`src/rtl/bru_pkg.sv`:
```
// Shared definitions for branch resolution:
// condition codes, FSM states and ROB age helper.
package bru_pkg;

    localparam logic [2:0] F3_BEQ  = 3'b000;
    localparam logic [2:0] F3_BNE  = 3'b001;
    localparam logic [2:0] F3_BLT  = 3'b100;
    localparam logic [2:0] F3_BGE  = 3'b101;
    localparam logic [2:0] F3_BLTU = 3'b110;
    localparam logic [2:0] F3_BGEU = 3'b111;

    typedef enum logic {
        IDLE,
        PEND
    } state_t;

    // Distance of a tag from the ROB head; smaller means older.
    // Tags are passed widened to 32 bits.
    function automatic logic [31:0] rob_age(
        input logic [31:0] tag,
        input logic [31:0] head,
        input logic [31:0] depth
    );
        return (tag - head) & (depth - 32'd1);
    endfunction

endpackage

```
`src/rtl/branch_cmp.sv`:
```
// Branch condition evaluator: funct3 and operands to taken.
// Purely combinational so the ALU can share it.
module branch_cmp
    import bru_pkg::*;
(
    input  logic [2:0]  funct3,
    input  logic [31:0] rs1,
    input  logic [31:0] rs2,
    output logic        taken
);

    // Decode the condition; reserved encodings never branch.
    always_comb begin
        taken = 1'b0;
        case (funct3)
            F3_BEQ:  taken = (rs1 == rs2);
            F3_BNE:  taken = (rs1 != rs2);
            F3_BLT:  taken = ($signed(rs1) <  $signed(rs2));
            F3_BGE:  taken = ($signed(rs1) >= $signed(rs2));
            F3_BLTU: taken = (rs1 <  rs2);
            F3_BGEU: taken = (rs1 >= rs2);
            default: taken = 1'b0;
        endcase
    end

endmodule

```
`src/rtl/branch_resolve.sv`:
```
// Resolves executed branches, reports to the ROB and holds
// a redirect for the oldest outstanding mispredict.
module branch_resolve
    import bru_pkg::*;
#(
    parameter int ROB_DEPTH = 16,
    parameter int TAG_W     = $clog2(ROB_DEPTH)
) (
    input  logic             clk,
    input  logic             rst,
    input  logic             ex_valid,
    input  logic [TAG_W-1:0] ex_rob_tag,
    input  logic [2:0]       ex_funct3,
    input  logic [31:0]      ex_rs1_val,
    input  logic [31:0]      ex_rs2_val,
    input  logic [31:0]      ex_pc,
    input  logic [31:0]      ex_imm_b,
    input  logic             ex_pred_taken,
    input  logic [TAG_W-1:0] rob_head_tag,
    input  logic             rob_retire_valid,
    input  logic [TAG_W-1:0] rob_retire_tag,
    input  logic             flush_in,
    output logic             res_valid,
    output logic [TAG_W-1:0] res_rob_tag,
    output logic             res_taken,
    output logic             res_mispredict,
    output logic             redir_valid,
    input  logic             redir_ready,
    output logic [31:0]      redir_pc,
    output logic [TAG_W-1:0] redir_rob_tag,
    output logic             busy
);

    localparam logic [31:0] DEPTH = 32'(ROB_DEPTH);

    state_t           state;
    state_t           state_nx;
    logic             capture;
    logic             taken;
    logic             mispredict;
    logic [31:0]      target;
    logic [31:0]      age_in;
    logic [31:0]      age_held;
    logic [31:0]      age_bnd;
    logic             squashed;
    logic             older_than_held;
    logic             handshake;
    logic             bnd_valid;
    logic [TAG_W-1:0] bnd_tag;

    branch_cmp u_cmp (
        .funct3 (ex_funct3),
        .rs1    (ex_rs1_val),
        .rs2    (ex_rs2_val),
        .taken  (taken)
    );

    assign target = taken ? (ex_pc + ex_imm_b) : (ex_pc + 32'd4);
    assign mispredict = ex_valid & (taken ^ ex_pred_taken);

    assign age_in   = rob_age(32'(ex_rob_tag), 32'(rob_head_tag), DEPTH);
    assign age_held = rob_age(32'(redir_rob_tag), 32'(rob_head_tag), DEPTH);
    assign age_bnd  = rob_age(32'(bnd_tag), 32'(rob_head_tag), DEPTH);

    assign squashed        = bnd_valid && (age_in > age_bnd);
    assign older_than_held = age_in < age_held;
    assign handshake       = (state == PEND) && redir_ready;

    assign redir_valid = (state == PEND);
    assign busy        = (state == PEND) || bnd_valid;

    // State register; flush and reset both return to IDLE.
    always_ff @(posedge clk) begin
        if (rst || flush_in) begin
            state <= IDLE;
        end else begin
            state <= state_nx;
        end
    end

    // Next state and capture decision for the held redirect.
    always_comb begin
        state_nx = state;
        capture  = 1'b0;
        case (state)
            IDLE: begin
                if (mispredict && !squashed) begin
                    capture  = 1'b1;
                    state_nx = PEND;
                end
            end
            PEND: begin
                if (redir_ready) begin
                    if (mispredict && older_than_held) begin
                        capture = 1'b1;
                    end else begin
                        state_nx = IDLE;
                    end
                end else if (mispredict && !squashed && older_than_held) begin
                    capture = 1'b1;
                end
            end
            default: state_nx = IDLE;
        endcase
    end

    // Result stage and redirect holding registers.
    always_ff @(posedge clk) begin
        if (rst) begin
            res_valid      <= 1'b0;
            res_rob_tag    <= '0;
            res_taken      <= 1'b0;
            res_mispredict <= 1'b0;
            redir_pc       <= '0;
            redir_rob_tag  <= '0;
        end else begin
            res_valid <= ex_valid && !flush_in;
            if (ex_valid) begin
                res_rob_tag    <= ex_rob_tag;
                res_taken      <= taken;
                res_mispredict <= taken ^ ex_pred_taken;
            end
            if (capture && !flush_in) begin
                redir_pc      <= target;
                redir_rob_tag <= ex_rob_tag;
            end
        end
    end

    // Squash boundary: set on handshake, cleared on its retire.
    always_ff @(posedge clk) begin
        if (rst) begin
            bnd_valid <= 1'b0;
            bnd_tag   <= '0;
        end else if (flush_in) begin
            bnd_valid <= 1'b0;
        end else if (handshake) begin
            bnd_valid <= 1'b1;
            bnd_tag   <= redir_rob_tag;
        end else if (rob_retire_valid && rob_retire_tag == bnd_tag) begin
            bnd_valid <= 1'b0;
        end
    end

endmodule

```
`config.mk`:
```
export PLATFORM = sky130hd
export DESIGN_NAME = branch_resolve
export DESIGN_NICKNAME = d
export VERILOG_FILES = /design/src/rtl/bru_pkg.sv /design/src/rtl/branch_cmp.sv /design/src/rtl/branch_resolve.sv
export SDC_FILE = /design/constraint.sdc
export NUM_CORES = 1
export LEC_CHECK = 0
export BUFFER_PORTS_ARGS = -buffer_cell sky130_fd_sc_hd__buf_2
export CAP_MARGIN = 20
export CORE_ASPECT_RATIO = 1.2
export CORE_MARGIN = 10
export CORE_UTILIZATION = 56
export DETAILED_ROUTE_END_ITERATION = 12
export PLACE_DENSITY_LB_ADDON = 0.1
export SYNTH_ARGS = -nofsm -noshare
export SYNTH_HDL_FRONTEND = slang
export SYNTH_SLANG_ARGS = --single-unit
export TNS_END_PERCENT = 5
```
`constraint.sdc`:
```
create_clock -name clk -period 6.4 [get_ports clk]
set_input_delay 0.64 -clock clk [delete_from_list [all_inputs] [get_ports clk]]
set_output_delay 0.64 -clock clk [all_outputs]
set_load 0.01 [all_outputs]
```
==> impl_metrics.yaml, run 1 <==
status:
  run_status: "completed"
drt:
  dr_total_vias: 6180
  drc_errors: 0
  via_per_inst: 5.95
  detail_route.iter0.violations: 407
  antenna_left: 0
  wl_per_cell_um: 17.3
  dr.pass1.iters: 5
  routed_wl_mm: 18.0
sta:
  worst_hold_slack_ps: 469
  max_freq_mhz: 222
  slew_viol_final: 0
  tightestPinTransition_ps: 1090
  final.period_utilization_pct: 70.3
  skew_ps: 2.93
  finalHoldViolCount: 0
  rsz0062_at_grt: "false"
  finalSetupViolCount: 0
  finalCriticalPeriod_ps: 4500
  fin_tns_setup_ps: 0
  max_slew_margin_pct: 27.1
clock_tree:
  post_cts_resized: 0
  cts_buffers: 5
  clk_pin_slew_ps: 70
  clk_path_buf_depth: 2
  cts_setup_buffers: 0
  clock_sinks: 49
  htreeDepth: 2
  worstSkewPairLatency_ps: 290
  cts_tree: "done"
  hold_buffers: 0
  root_buffer: "clkbuf_16"
global_routing:
  overflow: 0
  grt_pass1_vias: 6328
  grt_antenna_before_repair: 0
  grt_start_max_net_pins: 44
  grt_pass1_wl_mm: 29.0
  grt_usage_pct: 23.4
critical_path:
  worstReg2RegStart: "bnd_tag[0]"
  crit_path_start_kind: "input port"
  cpPeakStageDelay_ps: 750
  path_class: "in2reg"
  crit_required_ps: 6590
  critPathCapture: "redir_pc[3]"
  startpoint: "ex_rob_tag[0]"
  arrival_ps: 4690
  r2r-end: "redir_pc[3]"
  crit_path_end_kind: "flip-flop"
  cp_num_cells: 14
  cp_cell_sequence: "buf_2 -> inv_1 -> ha_1 -> inv_1 -> fa_1 -> ha_1 -> a21o_1 -> a211oi_1 -> nor4b_1 -> nor2_1 -> nand2_1 -> nor3_2 -> nor2_1 -> a221oi_1"
  rr_worst_depth: 14
  crit_slowest_cell: "nor3_2"
  critPathBufInv: 3
  critical_path.max_fanout: 14
  reg2reg_slack_ps: 2030
  crit_family: "simple AND/OR/NAND/NOR gates"
pwr:
  power_leakage_nw: 3.36
  finalPower_mw: 1.14
  power_density_nw_per_um2: 166
  ir_drop_mv: 0.116
die:
  die_w_um: 112
  die_h_um: 130
  fp-row-count: 40
  initial_core_util_pct: 56.9
  fp.dieArea_um2: 14500
  io_pins: 195
  core_area_um2: 9910
final_layout:
  n_fill_cell: 906
  diodes: 0
  area_delta_synth_final_pct: 21.5
  drive_gt1_share_pct: 23.9
  fin_nets: 1145
synth:
  synth_edf_count: 0
  synth_cells: 733
  async_reset_ff_share_pct: 0
  seq_area_frac_synth_pct: 17.4
  synth_most_common_cell: "ha_1"
  ys.flop_type: "dfxtp_1"
  synth_warnings: 0
  synth_nets: 966
  netlist_top_cells_area: "ha_1 18%, dfxtp_1 17%, nand3_1 5.9%"
  netlist_area_um2: 5640
  ys_seq_elements: 49
  syn_area_per_cell_um2: 7.69
  yosysTopAreaCell: "ha_1"
  synth_top_area_share_pct: 17.5
  ys_top_cells_by_count: "79 x ha_1, 67 x nand3_1, 63 x inv_1"
  yosysUniqueCellTypes: 60
placed_design:
  hpwl_mm: 15.1
  place.gp.congestion: 0.873
  port_buffers: 194
worst_hold_path:
  worstHoldPathType: "reg2reg"
run:
  cap_violations: 0
## metal layers
layer,vias to the layer above,part of all wire [%],GRT usage (%),wire length (um)
li1,3047,-,-,-
met1,2854,39,26.1,7100
met2,248,50,43.6,9070
met3,31,8.1,4.82,1450
met4,0,2.2,7.19,393
met5,-,0,0,0
## metrics by stage
step	util [%]	worst slack, ps	instance area, um^2	std cells
floorplan	-	2970	5640	733
global placement	67.2	1910	6660	1031
detailed placement	67.2	1650	6660	1031
CTS	69.2	1940	6850	1039
global route	69.2	1460	6850	1039
finish	69.2	1900	6850	1039
## logic make-up after synthesis
logic type	count (synthesis)	share of synthesized area (%)
AO/OA/AOI/OAI	200	23.4
XOR/XNOR	69	10.7
adder cells (fa/ha/maj)	83	18.9
buffers and inverters	88	6.46
flip-flops	49	17.4
multiplexers	14	2.48
AND/OR/NAND/NOR	230	20.7
## worst register-to-register path: cells and delay by family, from the launching register on
kind | cells | cell delay, ps
AO/OA/AOI/OAI | 3 | 820
adder cells (fa/ha/maj) | 3 | 830
buffers and inverters | 3 | 230
flip-flops | 1 | 410
AND/OR/NAND/NOR | 5 | 1990
## layout by cell type (no fill, tap or decap), types with 4 or more instances in the layout
cell type,n
a21boi_0,5
a21o_1,19
a21oi_1,50
a221oi_1,9
a31oi_1,23
and2_1,5
and3_1,13
and4_1,4
buf_2,194
clkbuf_16,5
dfxtp_1,49
fa_1,4
ha_1,79
inv_1,63
mux2i_1,14
nand2_1,46
nand2b_1,7
nand3_1,67
nand4_1,19
nor2_1,36
nor2b_1,7
nor3_1,9
o211ai_1,6
o21a_1,10
o21ai_0,29
o21ai_1,4
o22ai_1,8
xnor2_1,38
xor2_1,31
## sequential cells by signal, summed over array words and instances, names as in the netlist
name	cells
redir_pc	32
res_rob_tag	4
redir_rob_tag	4
redir_valid	1
res_taken	1
bnd_valid	1
res_valid	1
bnd_tag	4
res_mispredict	1
## worst min path at each step
stage                         endpoint         start  slack (ps)  cells past startpoint
after floorplan              bnd_valid     bnd_valid         450                      2
after global placement    redir_pc[28]  redir_pc[28]         460                      2
after detailed placement   redir_pc[0]   redir_pc[0]         460                      2
after CTS                  redir_pc[0]   redir_pc[0]         470                      2
after global routing      redir_pc[26]  redir_pc[26]         490                      2
final                      redir_pc[1]   redir_pc[1]         470                      2
## power by group
part	internal [mW]	switching [mW]
Sequential	0.322	0.0120
Clock	0.223	0.119
Combinational	0.199	0.260
## final cells by class
cell class,instances,area (um^2),area share (%)
clock buffers,5,125,1.83
clock inverters,3,65.1,0.949
inverters,63,236,3.45
multi-input cells,596,4300,62.7
flip-flops and latches,49,981,14.3
well taps,126,158,2.30
repair buffers,197,993,14.5
(Power assumes the default switching activity.)
==> inputs of run 2 (changes only) <==
CORE_UTILIZATION = 52   (was 56)
clock period = 4.69 ns   (was 6.4 ns; I/O delays follow)
==> run 2 against run 1 <==
Compared with the run above: first-iteration DRC count is 3.9% higher; setup slack worse by 1200 ps; worst hold slack improved by 5.2 ps; die area rose by 6.4%; global-route usage is 0.22 points lower; critical path depth unchanged; clock skew rose by 4.2 ps; register-to-register slack worse by 1300 ps; via count hardly changed; non-clock buffer count up 3; clock power rose by 12%; largest cell class unchanged; highest routed layer unchanged.
==> impl_metrics.yaml, run 2 (synthesis results as in run 1) <==
global_routing:
  grt_pass1_wl_mm: 30.2
  overflow: 0
  grt_usage_pct: 23.2
  grt_pass1_vias: 6485
  grt_antenna_before_repair: 0
  grt_start_max_net_pins: 44
critical_path:
  cpPeakStageDelay_ps: 570
  arrival_ps: 4170
  critPathBufInv: 3
  crit_family: "compound AO/OA/AOI/OAI gates"
  path_common_cell: "inv_1"
  crit_path_start_kind: "flip-flop"
  path_class: "reg2reg"
  cp_cell_sequence: "inv_1 -> ha_1 -> inv_1 -> fa_1 -> inv_1 -> ha_1 -> a21o_1 -> a211oi_1 -> nor4b_1 -> nor2_1 -> nand2_1 -> a21oi_2 -> nor2_1 -> a221oi_1"
  critical_path.max_fanout: 11
  crit_required_ps: 4890
  crit_path_end_kind: "flip-flop"
  crit_slowest_cell: "nor2_1"
die:
  fp.dieArea_um2: 15400
  die_w_um: 115
  io_pins: 195
  initial_core_util_pct: 53.4
  core_area_um2: 10600
  die_h_um: 134
  fp-row-count: 41
drt:
  drc_errors: 0
  via_per_inst: 5.92
  wl_per_cell_um: 17.7
  dr_total_vias: 6182
  routed_wl_mm: 18.5
  detail_route.iter0.violations: 423
  antenna_left: 0
  dr.pass1.iters: 5
pwr:
  finalPower_mw: 1.47
  power_leakage_nw: 3.36
  ir_drop_mv: 0.159
  power_density_nw_per_um2: 214
clock_tree:
  root_buffer: "clkbuf_16"
  cts_tree: "done"
  clk_pin_slew_ps: 70
  clk_path_buf_depth: 2
  htreeDepth: 2
  cts_setup_buffers: 0
  hold_buffers: 0
  post_cts_resized: 0
  worstSkewPairLatency_ps: 290
  clock_sinks: 49
  cts_buffers: 5
sta:
  max_freq_mhz: 252
  max_slew_margin_pct: 46.5
  rsz0062_at_grt: "false"
  worst_slack_ps: 721
  final.period_utilization_pct: 84.6
  finalHoldViolCount: 0
  finalSetupViolCount: 0
  fin_tns_setup_ps: 0
  finalCriticalPeriod_ps: 3970
  skew_ps: 7.11
  slew_viol_final: 0
  tightestPinTransition_ps: 802
  worst_hold_slack_ps: 474
placed_design:
  hpwl_mm: 15.5
  dp_cells: 1037
  place.gp.congestion: 0.946
  port_buffers: 194
  pre_cts_slack_ps: 554
status:
  run_status: "completed"
run:
  cap_violations: 0
final_layout:
  diodes: 0
  drive_gt1_share_pct: 24.1
  fin_nets: 1148
  layout_commonest_cell: "buf_2"
  layout.cells.non_filler: 1045
  largest_reg_flops: 32
  layout_common_cells: "194 x buf_2, 79 x ha_1, 67 x nand3_1"
  area_delta_synth_final_pct: 21.4
  regMostFlops: "redir_pc"
worst_hold_path:
  worstHoldPathType: "reg2reg"
==> run 2: changes by cell type in the layout (fill, tap and decap cells not counted), sizes merged <==
cell | before | now
bufinv | 2 | 0
clkinvlp | 0 | 1
inv | 63 | 64
clkbuf | 5 | 6
buf | 197 | 200
clkinv | 1 | 0
==> run 2: stage by stage <==
stage / util [%] / instance area (um^2)
final: 64.8 / 6850
after global routing: 64.8 / 6850
after global placement: 63.3 / 6690
after floorplan: - / 5640
after CTS: 64.8 / 6850
after detailed placement: 63.3 / 6690
==> run 2: final timing paths <==
check | start | end | slack [ps] | depth (start not counted)
min reg2reg | redir_pc[2] | redir_pc[2] | 470 | 2
max | bnd_tag[0] | redir_pc[3] | 720 | 14
max reg2reg | bnd_tag[0] | redir_pc[3] | 720 | 14
min | redir_pc[2] | redir_pc[2] | 470 | 2
==> run 2: layout make-up <==
type	count	area, um^2
Multi-Input combinational cell	596	4300
Inverter	63	236
Sequential cell	49	981
Tap cell	129	161
Clock inverter	2	16.3
Fill cell	1002	3720
Clock buffer	6	139
Timing Repair Buffer	200	1020
==> run 2: per-layer routing <==
layer / track usage [%] / wire [um]
met4: 8.75 / 560
met2: 41.3 / 9280
met1: 26.4 / 7560
met5: 0 / 0
met3: 4.06 / 1130
==> run 2: report_power, final <==
| group | switching, mW | internal (mW) |
|---|---|---|
| registers | 0.0169 | 0.440 |
| logic | 0.355 | 0.274 |
| clock network | 0.167 | 0.214 |
==> run 2: worst reg2reg max path: cells and delay by family (launching register included) <==
kind            cells  cell delay (ps)
simple gates        4             1130
buf+inv             3              230
compound gates      4             1230
fa+ha+maj           3              840
flops               1              430
==> inputs of run 3 (changes only) <==
clock period = 3.9 ns   (was 4.69 ns; I/O delays follow)
==> run 3 against run 2 <==
Compared with the run above: clock skew up 0.60 ps; power up 20%; cell area up 0.90%; setup slack worse by 210 ps; flip-flop and latch count unchanged; sequential power up 20%; sequential share of layout area down 0.13 points; largest cell class unchanged; clock-buffer cell count unchanged; final cell count up 0.77%; wire length down 0.10%; utilization up 0.58 points; combinational power up 22%.
==> impl_metrics.yaml, run 3 (synthesis results as in run 1) <==
status:
  run_status: "completed"
pwr:
  p_seq_share_pct: 31.1
  p_clk_share_pct: 25.5
  p_sw_share_pct: 36.3
  ir_drop_mv: 0.175
  internal-power_mw: 1.12
  p_sw_mw: 0.640
  p_comb_share_pct: 43.4
  power_leakage_nw: 3.40
  power_density_nw_per_um2: 256
  finalPower_mw: 1.77
critical_path:
  crit_path_start_kind: "input port"
  arrival_ps: 3590
  crit_path_end_kind: "flip-flop"
  crit_required_ps: 4100
  path_class: "in2reg"
  critical_path.max_fanout: 9
  rr_worst_depth: 12
placed_design:
  port_buffers: 194
  dp_cells: 1044
  hpwl_mm: 15.7
  place_area_um2: 6740
  pre_cts_slack_ps: 145
  place.gp.congestion: 0.909
global_routing:
  grt_pass1_wl_mm: 30.0
  overflow: 0
  grt_start_max_net_pins: 44
  grt_usage_pct: 23.1
  grt_antenna_before_repair: 0
  grt_pass1_vias: 6271
clock_tree:
  cts_tree: "done"
  htreeDepth: 2
  clk_pin_slew_ps: 70
  post_cts_resized: 0
  hold_buffers: 0
  cts_setup_buffers: 0
  cts_buffers: 5
  worstSkewPairLatency_ps: 290
  clk_path_buf_depth: 2
  clock_sinks: 49
  root_buffer: "clkbuf_16"
worst_hold_path:
  hold_depth: 2
  worstHoldPathType: "in2reg"
final_layout:
  largest_reg_flops: 32
  layout_commonest_cell: "buf_2"
  n_fill_cell: 1011
  finish.instance_area_um2: 6910
  diodes: 0
  area_delta_synth_final_pct: 22.4
  final_util_pct: 65.4
  regMostFlops: "redir_pc"
  fin_nets: 1156
  drive_gt1_share_pct: 24.8
  layout.cells.non_filler: 1053
  layout_common_cells: "194 x buf_2, 79 x ha_1, 67 x nand3_1"
sta:
  finalCriticalPeriod_ps: 3390
  tightestPinTransition_ps: 847
  worst_hold_slack_ps: 384
  fin_tns_setup_ps: 0
  rsz0062_at_grt: "false"
  slew_viol_final: 0
  max_slew_margin_pct: 43.6
  final.period_utilization_pct: 86.9
  worst_slack_ps: 509
  skew_ps: 7.71
  finalHoldViolCount: 0
  finalSetupViolCount: 0
  max_freq_mhz: 295
die:
  initial_core_util_pct: 53.4
  fp.dieArea_um2: 15400
  fp-row-count: 41
  core_area_um2: 10600
  die_w_um: 115
  io_pins: 195
  die_h_um: 134
drt:
  detail_route.iter0.violations: 298
  dr.pass1.iters: 5
  antenna_left: 0
  dr_total_vias: 6181
  drc_errors: 0
  routed_wl_mm: 18.5
  via_per_inst: 5.87
  wl_per_cell_um: 17.6
run:
  cap_violations: 0
[run 3: cell types whose count changed in the layout (fill, tap and decap cells not counted)]
cell / previous run / this run
clkinv_4: 0 / 1
buf_4: 6 / 14
clkinvlp_4: 1 / 0
[run 3: power groups by stage]
stage / clock [mW] / combinational [mW] / sequential [mW]
2_1_floorplan: 0 / 0.488 / 0.568
3_3_place_gp: 0 / 0.738 / 0.559
3_5_place_dp: 0 / 0.758 / 0.559
4_1_cts: 0.453 / 0.762 / 0.548
5_1_grt: 0.480 / 0.855 / 0.551
6_report: 0.450 / 0.766 / 0.549
[run 3: final timing paths]
check | from | endpoint | slack (ps)
setup / recovery | rob_head_tag[1] | redir_pc[9] | 510
hold / removal | ex_pred_taken | redir_pc[4] | 380
setup reg to reg | bnd_tag[1] | redir_pc[9] | 530
hold reg to reg | redir_pc[0] | redir_pc[0] | 470
[run 3: area by class of cell]
type                            instances  area [um^2]  share of cell area [%]
Clock inverter                          2         17.5                   0.254
Sequential cell                        49          981                    14.2
Clock buffer                            6          139                    2.01
Tap cell                              129          161                    2.34
Timing Repair Buffer                  208         1080                    15.6
Multi-Input combinational cell        596         4300                    62.2
Inverter                               63          236                    3.42
[run 3: critical path: stages]
cell and delay [ps]:
buf_2 90, inv_1 210, ha_1 290, a21o_1 170
a21oi_1 190, xnor2_1 170, ha_1 280, nand3_1 80
o21ai_0 90, nor4b_1 510, nor3_1 140, o21ai_1 360
nand2_1 300, o32ai_1 280
[run 3: routing by layer]
layer  vias to the layer above  track usage [%]  wire length [um]
met5                         -                0                 0
met4                         0             6.54               419
met3                        27             4.19              1290
met2                       212             41.3              9470
met1                      2873             27.0              7320
li1                       3069                -                 -
